$ cat config.mk
export PLATFORM = sky130hd
export DESIGN_NAME = input_debouncer
export DESIGN_NICKNAME = d
export VERILOG_FILES = /design/src/rtl/debounce_pkg.sv /design/src/rtl/debounce_channel.sv /design/src/rtl/input_debouncer.sv
export SDC_FILE = /design/constraint.sdc
export NUM_CORES = 1
export LEC_CHECK = 0
export ABC_AREA = 1
export BUFFER_PORTS_ARGS = -buffer_cell sky130_fd_sc_hd__buf_2
export CORE_ASPECT_RATIO = 0.75
export CORE_MARGIN = 8
export CORE_UTILIZATION = 50
export CTS_BUF_LIST = sky130_fd_sc_hd__clkbuf_16
export CTS_CLUSTER_SIZE = 25
export DETAILED_ROUTE_END_ITERATION = 12
export HOLD_SLACK_MARGIN = 0.05
export PLACE_DENSITY = 0.7
export SLEW_MARGIN = 20
export SYNTH_ARGS = -nofsm -noshare
export SYNTH_HDL_FRONTEND = slang
export SYNTH_SLANG_ARGS = --single-unit
$ cat constraint.sdc
create_clock -name clk -period 2.6 [get_ports clk]
set_input_delay 0.39 -clock clk [delete_from_list [all_inputs] [get_ports clk]]
set_output_delay 0.39 -clock clk [all_outputs]
set_load 0.05 [all_outputs]
$ cat src/rtl/debounce_pkg.sv
// Shared types and constants for the input debouncer.
//   db_state_t   : per-channel debounce FSM state
//   DEBOUNCE_MIN : smallest legal DEBOUNCE_CYCLES value
package debounce_pkg;

  typedef enum logic [1:0] {
    ST_LOW,
    ST_WAIT_HI,
    ST_HIGH,
    ST_WAIT_LO
  } db_state_t;

  localparam int DEBOUNCE_MIN = 2;

endpackage

$ cat src/rtl/debounce_channel.sv
// One debounce channel: 2-flop synchroniser, counter-based filter and
// registered single-cycle edge strobes.
//   clk   : system clock, rising edge
//   rst_n : async active-low reset
//   btn   : raw asynchronous input, may bounce
//   level : debounced level
//   rise  : one-cycle strobe on accepted 0->1
//   fall  : one-cycle strobe on accepted 1->0
module debounce_channel
  import debounce_pkg::*;
#(
  parameter int DEBOUNCE_CYCLES = 16
) (
  input  logic clk,
  input  logic rst_n,
  input  logic btn,
  output logic level,
  output logic rise,
  output logic fall
);

  localparam int                 CNT_W   = $clog2(DEBOUNCE_CYCLES);
  localparam logic [CNT_W-1:0]   CNT_MAX = CNT_W'(DEBOUNCE_CYCLES - 1);

  logic            s1, s2;
  db_state_t       state, state_nxt;
  logic [CNT_W-1:0] cnt, cnt_nxt;
  logic            level_nxt, rise_nxt, fall_nxt;

  always_ff @(posedge clk or negedge rst_n) begin
    if (!rst_n) begin
      s1    <= 1'b0;
      s2    <= 1'b0;
      state <= ST_LOW;
      cnt   <= '0;
      level <= 1'b0;
      rise  <= 1'b0;
      fall  <= 1'b0;
    end else begin
      s1    <= btn;
      s2    <= s1;
      state <= state_nxt;
      cnt   <= cnt_nxt;
      level <= level_nxt;
      rise  <= rise_nxt;
      fall  <= fall_nxt;
    end
  end

  // Counter defaults to 0 so it idles at 0 in stable states and is cleared
  // whenever a bounce sends a WAIT state back to its stable state.
  always_comb begin
    state_nxt = state;
    cnt_nxt   = '0;
    level_nxt = level;
    rise_nxt  = 1'b0;
    fall_nxt  = 1'b0;
    unique case (state)
      ST_LOW: begin
        if (s2) state_nxt = ST_WAIT_HI;
      end
      ST_WAIT_HI: begin
        if (!s2) begin
          state_nxt = ST_LOW;
        end else if (cnt == CNT_MAX) begin
          state_nxt = ST_HIGH;
          level_nxt = 1'b1;
          rise_nxt  = 1'b1;
        end else begin
          cnt_nxt = cnt + 1'b1;
        end
      end
      ST_HIGH: begin
        if (!s2) state_nxt = ST_WAIT_LO;
      end
      ST_WAIT_LO: begin
        if (s2) begin
          state_nxt = ST_HIGH;
        end else if (cnt == CNT_MAX) begin
          state_nxt = ST_LOW;
          level_nxt = 1'b0;
          fall_nxt  = 1'b1;
        end else begin
          cnt_nxt = cnt + 1'b1;
        end
      end
      default: state_nxt = ST_LOW;
    endcase
  end

endmodule

$ cat src/rtl/input_debouncer.sv
// Debounces N_CH raw push-button/switch inputs for the downstream gate
// stage (channel 0 -> operand A, channel 1 -> operand B).
//   clk       : system clock, rising edge
//   rst_n     : async active-low reset
//   btn_in    : raw asynchronous inputs
//   level_out : debounced level per channel
//   rise_out  : one-cycle strobe per channel on accepted 0->1
//   fall_out  : one-cycle strobe per channel on accepted 1->0
// All outputs are registered; no combinational path from btn_in.
module input_debouncer
  import debounce_pkg::*;
#(
  parameter int N_CH            = 2,
  parameter int DEBOUNCE_CYCLES = 16
) (
  input  logic            clk,
  input  logic            rst_n,
  input  logic [N_CH-1:0] btn_in,
  output logic [N_CH-1:0] level_out,
  output logic [N_CH-1:0] rise_out,
  output logic [N_CH-1:0] fall_out
);

  if (DEBOUNCE_CYCLES < DEBOUNCE_MIN) begin : g_bad_cfg
    $error("input_debouncer: DEBOUNCE_CYCLES=%0d below minimum %0d",
           DEBOUNCE_CYCLES, DEBOUNCE_MIN);
  end

  for (genvar i = 0; i < N_CH; i++) begin : g_ch
    debounce_channel #(
      .DEBOUNCE_CYCLES(DEBOUNCE_CYCLES)
    ) u_ch (
      .clk   (clk),
      .rst_n (rst_n),
      .btn   (btn_in[i]),
      .level (level_out[i]),
      .rise  (rise_out[i]),
      .fall  (fall_out[i])
    );
  end

endmodule

==> results of run 1 <==
flip-flops by register name, indices dropped and copies added (netlist names), named ones only:
signal and flops:
g_ch.u_ch.cnt 8, g_ch.u_ch.fall 2, g_ch.u_ch.level 2, g_ch.u_ch.rise 2
g_ch.u_ch.s1 2, g_ch.u_ch.s2 2, g_ch.u_ch.state 2
metal layers:
layer	GRT usage, %	vias to the layer above	share of wire [%]	routed length, um
met5	0	-	0	0
met4	3.25	0	0	0
met3	4.42	0	8.5	123
met2	16.5	15	47	678
met1	11.1	270	45	645
li1	-	306	-	-
final cells by class:
cell class | instances | area, um^2 | share of cell area, %
Tap cell | 22 | 27.5 | 2.59
Clock buffer | 3 | 75.1 | 7.07
Inverter | 14 | 52.6 | 4.95
Clock inverter | 1 | 30.0 | 2.83
Sequential cell | 22 | 551 | 51.8
Timing Repair Buffer | 9 | 45.0 | 4.24
Multi-Input combinational cell | 54 | 282 | 26.5
Yosys cell counts (all sizes together):
library cell	n	area, um^2
nand3	8	40.0
nand4	4	25.0
nor2	12	60.1
o21ai	2	13.8
nand2	24	100
inv	14	52.6
xnor2	2	17.5
buf	6	45.0
dfrtp	22	551
ha	2	25.0
layout by cell type, fill, tap and decap left out:
cell type	instances
nand3_1	8
clkbuf_16	3
buf_2	9
nor2_4	2
o21ai_1	1
dfrtp_1	22
nand4_1	4
nor2_1	10
xnor2_1	2
nand2_1	20
nand2_2	4
o21ai_2	1
inv_1	14
bufinv_16	1
ha_1	2
metrics by stage:
stage          cell area [um^2]  std cells
6_report                   1060        125
5_1_grt                    1060        125
4_1_cts                    1060        125
3_5_place_dp                957        121
3_3_place_gp                957        121
2_1_floorplan               930         96
power by group through the flow:
stage	sequential [mW]	combinational [mW]	clock, mW
2_1_floorplan	0.362	0.00991	0
3_3_place_gp	0.363	0.0204	0
3_5_place_dp	0.364	0.0204	0
4_1_cts	0.357	0.0206	0.426
5_1_grt	0.358	0.0244	0.443
6_report	0.358	0.0200	0.414
cells by family after synthesis:
family | share of synthesized area (%)
buffers and inverters | 10.5
AND/OR/NAND/NOR | 24.2
flip-flops | 59.2
XOR/XNOR | 1.88
adder cells (fa/ha/maj) | 2.69
AO/OA/AOI/OAI | 1.48
worst min-delay path by stage:
stage / from / to / slack, ns / cells after the start
floorplan: rst_n / asynchronous set/reset pin / 0.09 / 0
global placement: g_ch[1].u_ch.s1 / g_ch[1].u_ch.s2 / 0.33 / 0
detailed placement: g_ch[1].u_ch.s1 / g_ch[1].u_ch.s2 / 0.34 / 0
CTS: rst_n / g_ch[1].u_ch.cnt[0] / 0.1 / 1
global route: rst_n / g_ch[1].u_ch.level / 0.13 / 1
finish: rst_n / g_ch[1].u_ch.cnt[0] / 0.09 / 1
==> flow_summary.yaml, run 1 <==
drt:
  drt_iter0_drc: 12
  viasPerCell: 4.73
  antenna_left: 0
  drt_pre_antenna_iters: 3
  drt-total-wl_mm: 1.45
  wire_per_inst_um: 11.6
  drc: 0
  vias: 591
cells_and_area:
  nNetsFinal: 110
  fill_cells: 128
  postLayoutCoreUtil_pct: 61.0
  n_antenna_cell: 0
  area_growth_pct: 14.3
  final_layout_size_suffix_gt1_share_pct: 19.4
logic_synthesis:
  ys.warnings.count: 0
  mappedNetlistArea_um2: 930
  avgSynthCellArea_um2: 9.68
  ys_ff_latch: 22
  synthCells: 96
  synthDistinctLibCells: 13
  ys_seq_area_share_pct: 59.2
  synth_nets: 102
clock_network:
  clock_path_buffers: 2
  path_clk_slew_ns: 0.05
  cts-resized-gates: 0
  hold_buffers: 0
  clkLatencyLatePin_ns: 0.25
  cts.htree.levels: 1
  postCtsSetupRepairBufs: 0
  cts_sinks: 22
  cts_tree: "built"
  cts_buffers: 3
  cts_root_buf: "clkbuf_16"
floorplan:
  die_area_um2: 3510
  initial_core_util_pct: 53.4
  die_w_um: 65.8
  rows: 13
  coreArea_um2: 1740
  pin_count: 10
  die_h_um: 53.3
placed_design:
  dp_slack_ns: 1.43
  routabilityCongestion: 0.736
  dp_hpwl_mm: 1.09
  portBuffers: 9
worst_setup_path:
  arrival_ns: 0.86
  worstSetupStartpoint: "g_ch[0].u_ch.level"
  cp.depth: 1
  worst-path-buf-inv: 1
  worstSetupStartpointType: "flop"
  r2r_setup_slack_ns: 1.41
  slowest_delay_ns: 0.35
  required_ns: 2.21
  path_max_fanout: 2
  critPathTopFamily: "flip-flops"
  timing.rr.start: "g_ch[0].u_ch.cnt[0]"
  critPathKind: "reg -> out"
  end_kind: "primary output"
  slowest_stage: "dfrtp_1"
  path_cells: "buf_2"
  reg2reg_depth: 6
  crit_path_end: "level_out[0]"
global_route:
  antenna_found_initial: 0
  track_usage_pct: 9.88
  grt_max_degree: 23
  grt-ovfl-total: 0
  grt_pass1_vias: 613
  grt_pass1_wl_mm: 2.59
outcome:
  outcome: "complete, no violations"
pwr:
  p_per_area_nw_per_um2: 745
  p_int_mw: 0.661
  leakage_nw: 0.573
  power_frac_clock_pct: 52.3
  switching_power_mw: 0.130
  power_mw: 0.791
  pwr-share-comb_pct: 2.5
  irDropWorstVdd_uv: 512
  p_seq_share_pct: 45.2
  switching_share_pct: 16.4
timing:
  setup_viol: 0
  slew-limit-headroom_pct: 69.4
  clock_skew_ns: 0.00162
  period_needed_ns: 1.25
  hold_slack_ns: 0.0854
  period_share_pct: 48.2
  tightest_slew_ns: 0.460
  tns_ns: 0
  worst_slack_ns: 1.35
  slew_violations: 0
  fmax_mhz: 798
  hold_violations: 0
  rsz0062_at_grt: "false"
hold_path:
  worstHoldPathType: "in -> async"
flow_run:
  maxCapViolations: 0
Note: power is estimated with default switching activity, not from simulation.
==> run 2: changes to the inputs <==
--- a/config.mk
+++ b/config.mk
@@ -5,16 +5,16 @@
 export SDC_FILE = /design/constraint.sdc
 export NUM_CORES = 1
 export LEC_CHECK = 0
-export ABC_AREA = 1
+export ABC_AREA = 0
 export BUFFER_PORTS_ARGS = -buffer_cell sky130_fd_sc_hd__buf_2
 export CORE_ASPECT_RATIO = 0.75
 export CORE_MARGIN = 8
-export CORE_UTILIZATION = 50
+export CORE_UTILIZATION = 49
 export CTS_BUF_LIST = sky130_fd_sc_hd__clkbuf_16
 export CTS_CLUSTER_SIZE = 25
 export DETAILED_ROUTE_END_ITERATION = 12
 export HOLD_SLACK_MARGIN = 0.05
-export PLACE_DENSITY = 0.7
+export PLACE_DENSITY = 0.71
 export SLEW_MARGIN = 20
 export SYNTH_ARGS = -nofsm -noshare
 export SYNTH_HDL_FRONTEND = slang
==> constraint.sdc (replaced) <==
create_clock -name clk -period 1.1 [get_ports clk]
set_input_delay 0.165 -clock clk [delete_from_list [all_inputs] [get_ports clk]]
set_output_delay 0.165 -clock clk [all_outputs]
set_load 0.05 [all_outputs]
==> flow_summary.yaml, run 2 <==
global_route:
  grt_pass1_wl_mm: 2.37
  track_usage_pct: 9.43
  antenna_found_initial: 0
  grt-ovfl-total: 0
  grt_pass1_vias: 539
  grt_max_degree: 23
floorplan:
  die_h_um: 52.6
  pin_count: 10
  coreArea_um2: 1710
  die_w_um: 64.9
  initial_core_util_pct: 51.4
  rows: 13
  die_area_um2: 3410
timing:
  period_needed_ns: 1.09
  slew-limit-headroom_pct: 69.3
  hold_slack_ns: 0.350
  slew_violations: 0
  period_share_pct: 99.3
  clock_skew_ns: 0.00432
  fmax_mhz: 916
  tightest_slew_ns: 0.460
  hold_violations: 0
  setup_viol: 0
  rsz0062_at_grt: "true"
clock_network:
  cts.htree.levels: 1
  cts_root_buf: "clkbuf_16"
  cts_tree: "built"
  path_clk_slew_ns: 0.05
  clkLatencyLatePin_ns: 0.25
  cts_buffers: 3
  clock_path_buffers: 2
  cts_sinks: 22
logic_synthesis:
  synthDistinctLibCells: 22
  async_flop_share_pct: 100
  synth_nets: 78
  yosysMostFrequentCell: "dfrtp_1"
  ys.warnings.count: 0
  ys_ff_latch: 22
  ys_seq_area_share_pct: 62.8
  avgSynthCellArea_um2: 12.2
  synth_edf_count: 0
  synth_common_cells: "dfrtp_1 (22), nand2_1 (8), a21oi_1 (6), buf_4 (6), nor2_1 (4)"
  yosysTopAreaCell: "dfrtp_1"
  synthCells: 72
  synth_top_area_share_pct: 62.8
  mappedNetlistArea_um2: 877
  yosys-top-cells-area: "dfrtp_1 (63%), buf_4 (5.1%), a21oi_1 (3.4%)"
  ys.flop_type: "dfrtp_1"
cells_and_area:
  regMostFlops: "g_ch.u_ch.cnt"
  fin_cells: 116
  largest_reg_flops: 8
  layout_commonest_cell: "dfrtp_1"
  final_layout_size_suffix_gt1_share_pct: 37.2
  postLayoutCoreUtil_pct: 67.3
  area_growth_pct: 31.0
  final_cell_mix: "dfrtp_1 (22), buf_4 (13), buf_2 (9)"
  final_cell_area_um2: 1150
  nNetsFinal: 102
  n_antenna_cell: 0
drt:
  wire_per_inst_um: 12.7
  viasPerCell: 5.25
  vias: 609
  drc: 0
  drt_iter0_drc: 12
  drt-total-wl_mm: 1.47
  antenna_left: 0
  drt_pre_antenna_iters: 4
pwr:
  leakage_nw: 0.568
  irDropWorstVdd_uv: 1570
  p_per_area_nw_per_um2: 1440
worst_setup_path:
  timing.rr.start: "g_ch[0].u_ch.cnt[1]"
  end_kind: "flop"
  required_ns: 1.24
  critPathKind: "reg -> reg"
  r2r_end: "g_ch[0].u_ch.level"
  r2r_setup_slack_ns: 0.008
  reg2reg_depth: 4
  worstSetupStartpointType: "flop"
  arrival_ns: 1.23
  path_max_fanout: 4
hold_path:
  min_from: "g_ch[0].u_ch.s1"
  min_to: "g_ch[0].u_ch.s2"
  worstHoldPathType: "reg -> reg"
  hold_depth: 0
placed_design:
  dp_hpwl_mm: 1.01
  routabilityCongestion: 0.762
  placed_area_um2: 992
  portBuffers: 9
  dp_cells: 108
flow_run:
  maxCapViolations: 0
outcome:
  outcome: "complete, no violations"
==> run 2: cell count changes in the layout (fill, tap and decap cells not counted), moves of 3 or more <==
cell,delta
nand2_1,-14
buf_4,+13
inv_1,-13
nand3_1,-8
a21oi_1,+6
nor2_1,-6
dlygate4sd3_1,+3
==> run 2: final cells by class <==
cell class,count,area (um^2)
Sequential cell,22,551
Inverter,1,3.75
Timing Repair Buffer,25,173
Tap cell,22,27.5
Multi-Input combinational cell,43,319
Fill cell,135,559
Clock buffer,3,75.1
==> run 2: metrics by stage <==
| stage | power [mW] | setup TNS, ns | setup WS (ns) |
|---|---|---|---|
| finish | 1.66 | 0 | 0.00781 |
| CTS | 1.66 | 0 | 0.00514 |
| global placement | 0.917 | -0.00815 | -0.00815 |
| global route | 1.71 | -0.207 | -0.0492 |
| detailed placement | 0.921 | -0.0288 | -0.0169 |
| floorplan | 0.875 | -0.0172 | -0.0172 |
==> run 2: worst max-delay path by stage <==
stage | start | to | slack, ns | depth (start not counted)
after global routing | g_ch[0].u_ch.cnt[0] | g_ch[0].u_ch.cnt[3] | -0.05 | 3
after floorplan | g_ch[1].u_ch.cnt[0] | g_ch[1].u_ch.level | -0.02 | 4
after global placement | g_ch[0].u_ch.cnt[0] | g_ch[0].u_ch.cnt[0] | -0.008 | 3
final | g_ch[0].u_ch.cnt[1] | g_ch[0].u_ch.level | 0.008 | 4
after detailed placement | flop | g_ch[1].u_ch.cnt[0] | -0.02 | 3
after CTS | g_ch[1].u_ch.cnt[0] | g_ch[1].u_ch.level | 0.005 | 4
==> run 2: power breakdown <==
part           internal [mW]  switching [mW]  total, mW
Clock                  0.479           0.252      0.731
Sequential             0.828          0.0147      0.843
Combinational         0.0417          0.0396     0.0813
Total                   1.35           0.307       1.66
==> run 2: per-layer routing <==
layer | up-vias | GRT usage [%] | share of wire (%)
li1 | 292 | - | -
met1 | 295 | 11.0 | 49
met2 | 20 | 14.2 | 41
met3 | 2 | 5.56 | 8.9
met4 | 0 | 3.25 | 0.68
met5 | - | 0 | 0
==> run 2: worst max-delay path, stage by stage (launching register included) <==
cell	delay, ns
dfrtp_1	0.35
ha_2	0.20
nand4_1	0.17
o21ai_1	0.18
a21oi_1	0.08
==> run 2: what timing repair did <==
| item | 4_1_cts | 5_1_grt |
|---|---|---|
| pin swaps | 2 | 8 |
| buffers inserted | 0 | 2 |
| setup endpoints to repair | 3 | 12 |
| gates cloned | 0 | 0 |
| resized for setup | 3 | 5 |
| hold endpoints to repair | 24 | 0 |
| hold buffers | 3 | 0 |
==> run 2: kinds of logic after synthesis <==
family | share of synthesized area (%)
AO/OA/AOI/OAI | 10.4
XOR/XNOR | 4.00
adder cells (fa/ha/maj) | 2.85
buffers and inverters | 5.56
flip-flops | 62.8
AND/OR/NAND/NOR | 14.4
==> run 3: changes to the inputs <==
--- a/config.mk
+++ b/config.mk
@@ -15,6 +15,7 @@
 export DETAILED_ROUTE_END_ITERATION = 12
 export HOLD_SLACK_MARGIN = 0.05
 export PLACE_DENSITY = 0.71
+export REMOVE_ABC_BUFFERS = 1
 export SLEW_MARGIN = 20
 export SYNTH_ARGS = -nofsm -noshare
 export SYNTH_HDL_FRONTEND = slang
==> flow_summary.yaml, run 3 (synthesis gave the netlist of run 2 again) <==
clock_network:
  clkLatencyLatePin_ns: 0.26
  path_clk_slew_ns: 0.06
  cts_buffers: 3
  cts_sinks: 22
  clock_path_buffers: 2
  cts_tree: "built"
  cts_root_buf: "clkbuf_16"
  cts.htree.levels: 1
cells_and_area:
  fill_cells: 120
  area_growth_pct: 38.9
  multi_input_area_um2: 353
  nNetsFinal: 102
  fin_cells: 117
  regArea_um2: 551
  n_antenna_cell: 0
  largest_reg_flops: 8
  final_layout_size_suffix_gt1_share_pct: 42.1
  regMostFlops: "g_ch.u_ch.cnt"
  final_cell_mix: "dfrtp_1 (22), buf_4 (12), buf_2 (8)"
  layout_commonest_cell: "dfrtp_1"
timing:
  fmax_mhz: 881
  setup_viol: 2
  tightest_slew_ns: 0.458
  hold_slack_ns: 0.352
  rsz0062_at_grt: "true"
  period_needed_ns: 1.14
  worst_slack_ns: -0.0352
  hold_violations: 0
  clock_skew_ns: 0.00248
  slew-limit-headroom_pct: 69.5
  period_share_pct: 103
  slew_violations: 0
drt:
  viasPerCell: 5.17
  drt-total-wl_mm: 1.68
  antenna_left: 0
  drt_iter0_drc: 4
  vias: 605
  drc: 0
  drt_pre_antenna_iters: 4
  wire_per_inst_um: 14.4
outcome:
  violations: "setup timing"
  outcome: "finished, violations left"
hold_path:
  worstHoldPathType: "reg -> reg"
worst_setup_path:
  reg2reg_depth: 4
  r2r_end: "g_ch[1].u_ch.level"
  worstSetupStartpoint: "g_ch[1].u_ch.cnt[0]"
  crit_path_end: "g_ch[1].u_ch.level"
  r2r_setup_slack_ns: -0.04
  path_max_fanout: 4
  end_kind: "flop"
  timing.rr.start: "g_ch[1].u_ch.cnt[0]"
  critPathKind: "reg -> reg"
  arrival_ns: 1.28
  required_ns: 1.25
  worstSetupStartpointType: "flop"
placed_design:
  dp_cells: 107
  portBuffers: 9
  dp_hpwl_mm: 1.12
  routabilityCongestion: 0.732
pwr:
  irDropWorstVdd_uv: 1600
  leakage_nw: 0.584
  p_per_area_nw_per_um2: 1600
global_route:
  grt-ovfl-total: 0
  grt_pass1_vias: 625
  track_usage_pct: 11.3
  grt_max_degree: 23
  antenna_found_initial: 0
  grt_pass1_wl_mm: 2.88
floorplan:
  die_w_um: 64.9
  pin_count: 10
  die_area_um2: 3410
  coreArea_um2: 1710
  initial_core_util_pct: 51.4
  die_h_um: 52.6
  rows: 13
flow_run:
  maxCapViolations: 0
==> run 3: changes by cell type in the layout (fill, tap and decap cells not counted), sizes merged <==
cell    previous run  this run
clkbuf             3         4
bufinv             0         1
buf               22        21
==> run 3: routing by layer <==
metal | wire length [um] | global-route usage (%) | up-vias | share of wire [%]
met3 | 74 | 4.06 | 2 | 4.4
met5 | 0 | 0 | - | 0
met4 | 19 | 4.33 | 0 | 1.1
met2 | 846 | 19.1 | 9 | 50
li1 | - | - | 290 | -
met1 | 743 | 12.8 | 304 | 44
==> run 3: layout make-up <==
class                   count  share of cell area, %
flip-flops and latches     22                   45.2
repair buffers             25                   14.7
multi-input cells          43                   29.0
clock inverters             1                   2.46
clock buffers               3                   6.16
well taps                  22                   2.26
inverters                   1                  0.308
==> run 3: worst max-delay path: stages (launching register included) <==
cell	delay, ns
dfrtp_1	0.41
ha_4	0.18
and4_1	0.23
a21oi_1	0.16
a21oi_1	0.05
==> run 3: worst min-delay path by stage <==
stage / start / cells after the start / slack (ns) / end
6_report: g_ch[0].u_ch.s1 / 0 / 0.35 / g_ch[0].u_ch.s2
4_1_cts: g_ch[0].u_ch.s1 / 0 / 0.35 / g_ch[0].u_ch.s2
5_1_grt: g_ch[0].u_ch.s1 / 0 / 0.37 / g_ch[0].u_ch.s2
3_3_place_gp: rst_n / 1 / 0.15 / g_ch[0].u_ch.cnt[0]
2_1_floorplan: rst_n / 0 / -0.13 / asynchronous set/reset pin
3_5_place_dp: rst_n / 1 / 0.15 / g_ch[0].u_ch.cnt[2]
==> run 3: repair_timing <==
item,4_1_cts,5_1_grt
hold endpoints to repair,24,0
resized for setup,8,9
setup buffers,1,2
hold buffers,3,0
setup endpoints to repair,14,17
pin swaps,8,9
==> run 3: per-stage QoR <==
step           power [mW]  setup TNS (ns)  area, um^2  utilization [%]  setup WS, ns
6_report             1.95         -0.0704        1220             71.4       -0.0352
5_1_grt              2.01          -0.563        1220             71.4        -0.114
4_1_cts              1.94         -0.0732        1160             67.8       -0.0408
3_3_place_gp        0.915         -0.0584         980             57.4       -0.0576
3_5_place_dp        0.919          -0.420         980             57.4        -0.106
2_1_floorplan       0.874          -0.134         832                -       -0.0725
==> run 3: where the power goes <==
group	switching (mW)	internal (mW)	leakage (nW)
clock network	0.293	0.723	0.0511
registers	0.0171	0.827	0.291
logic	0.0418	0.0454	0.241
total	0.351	1.60	0.584
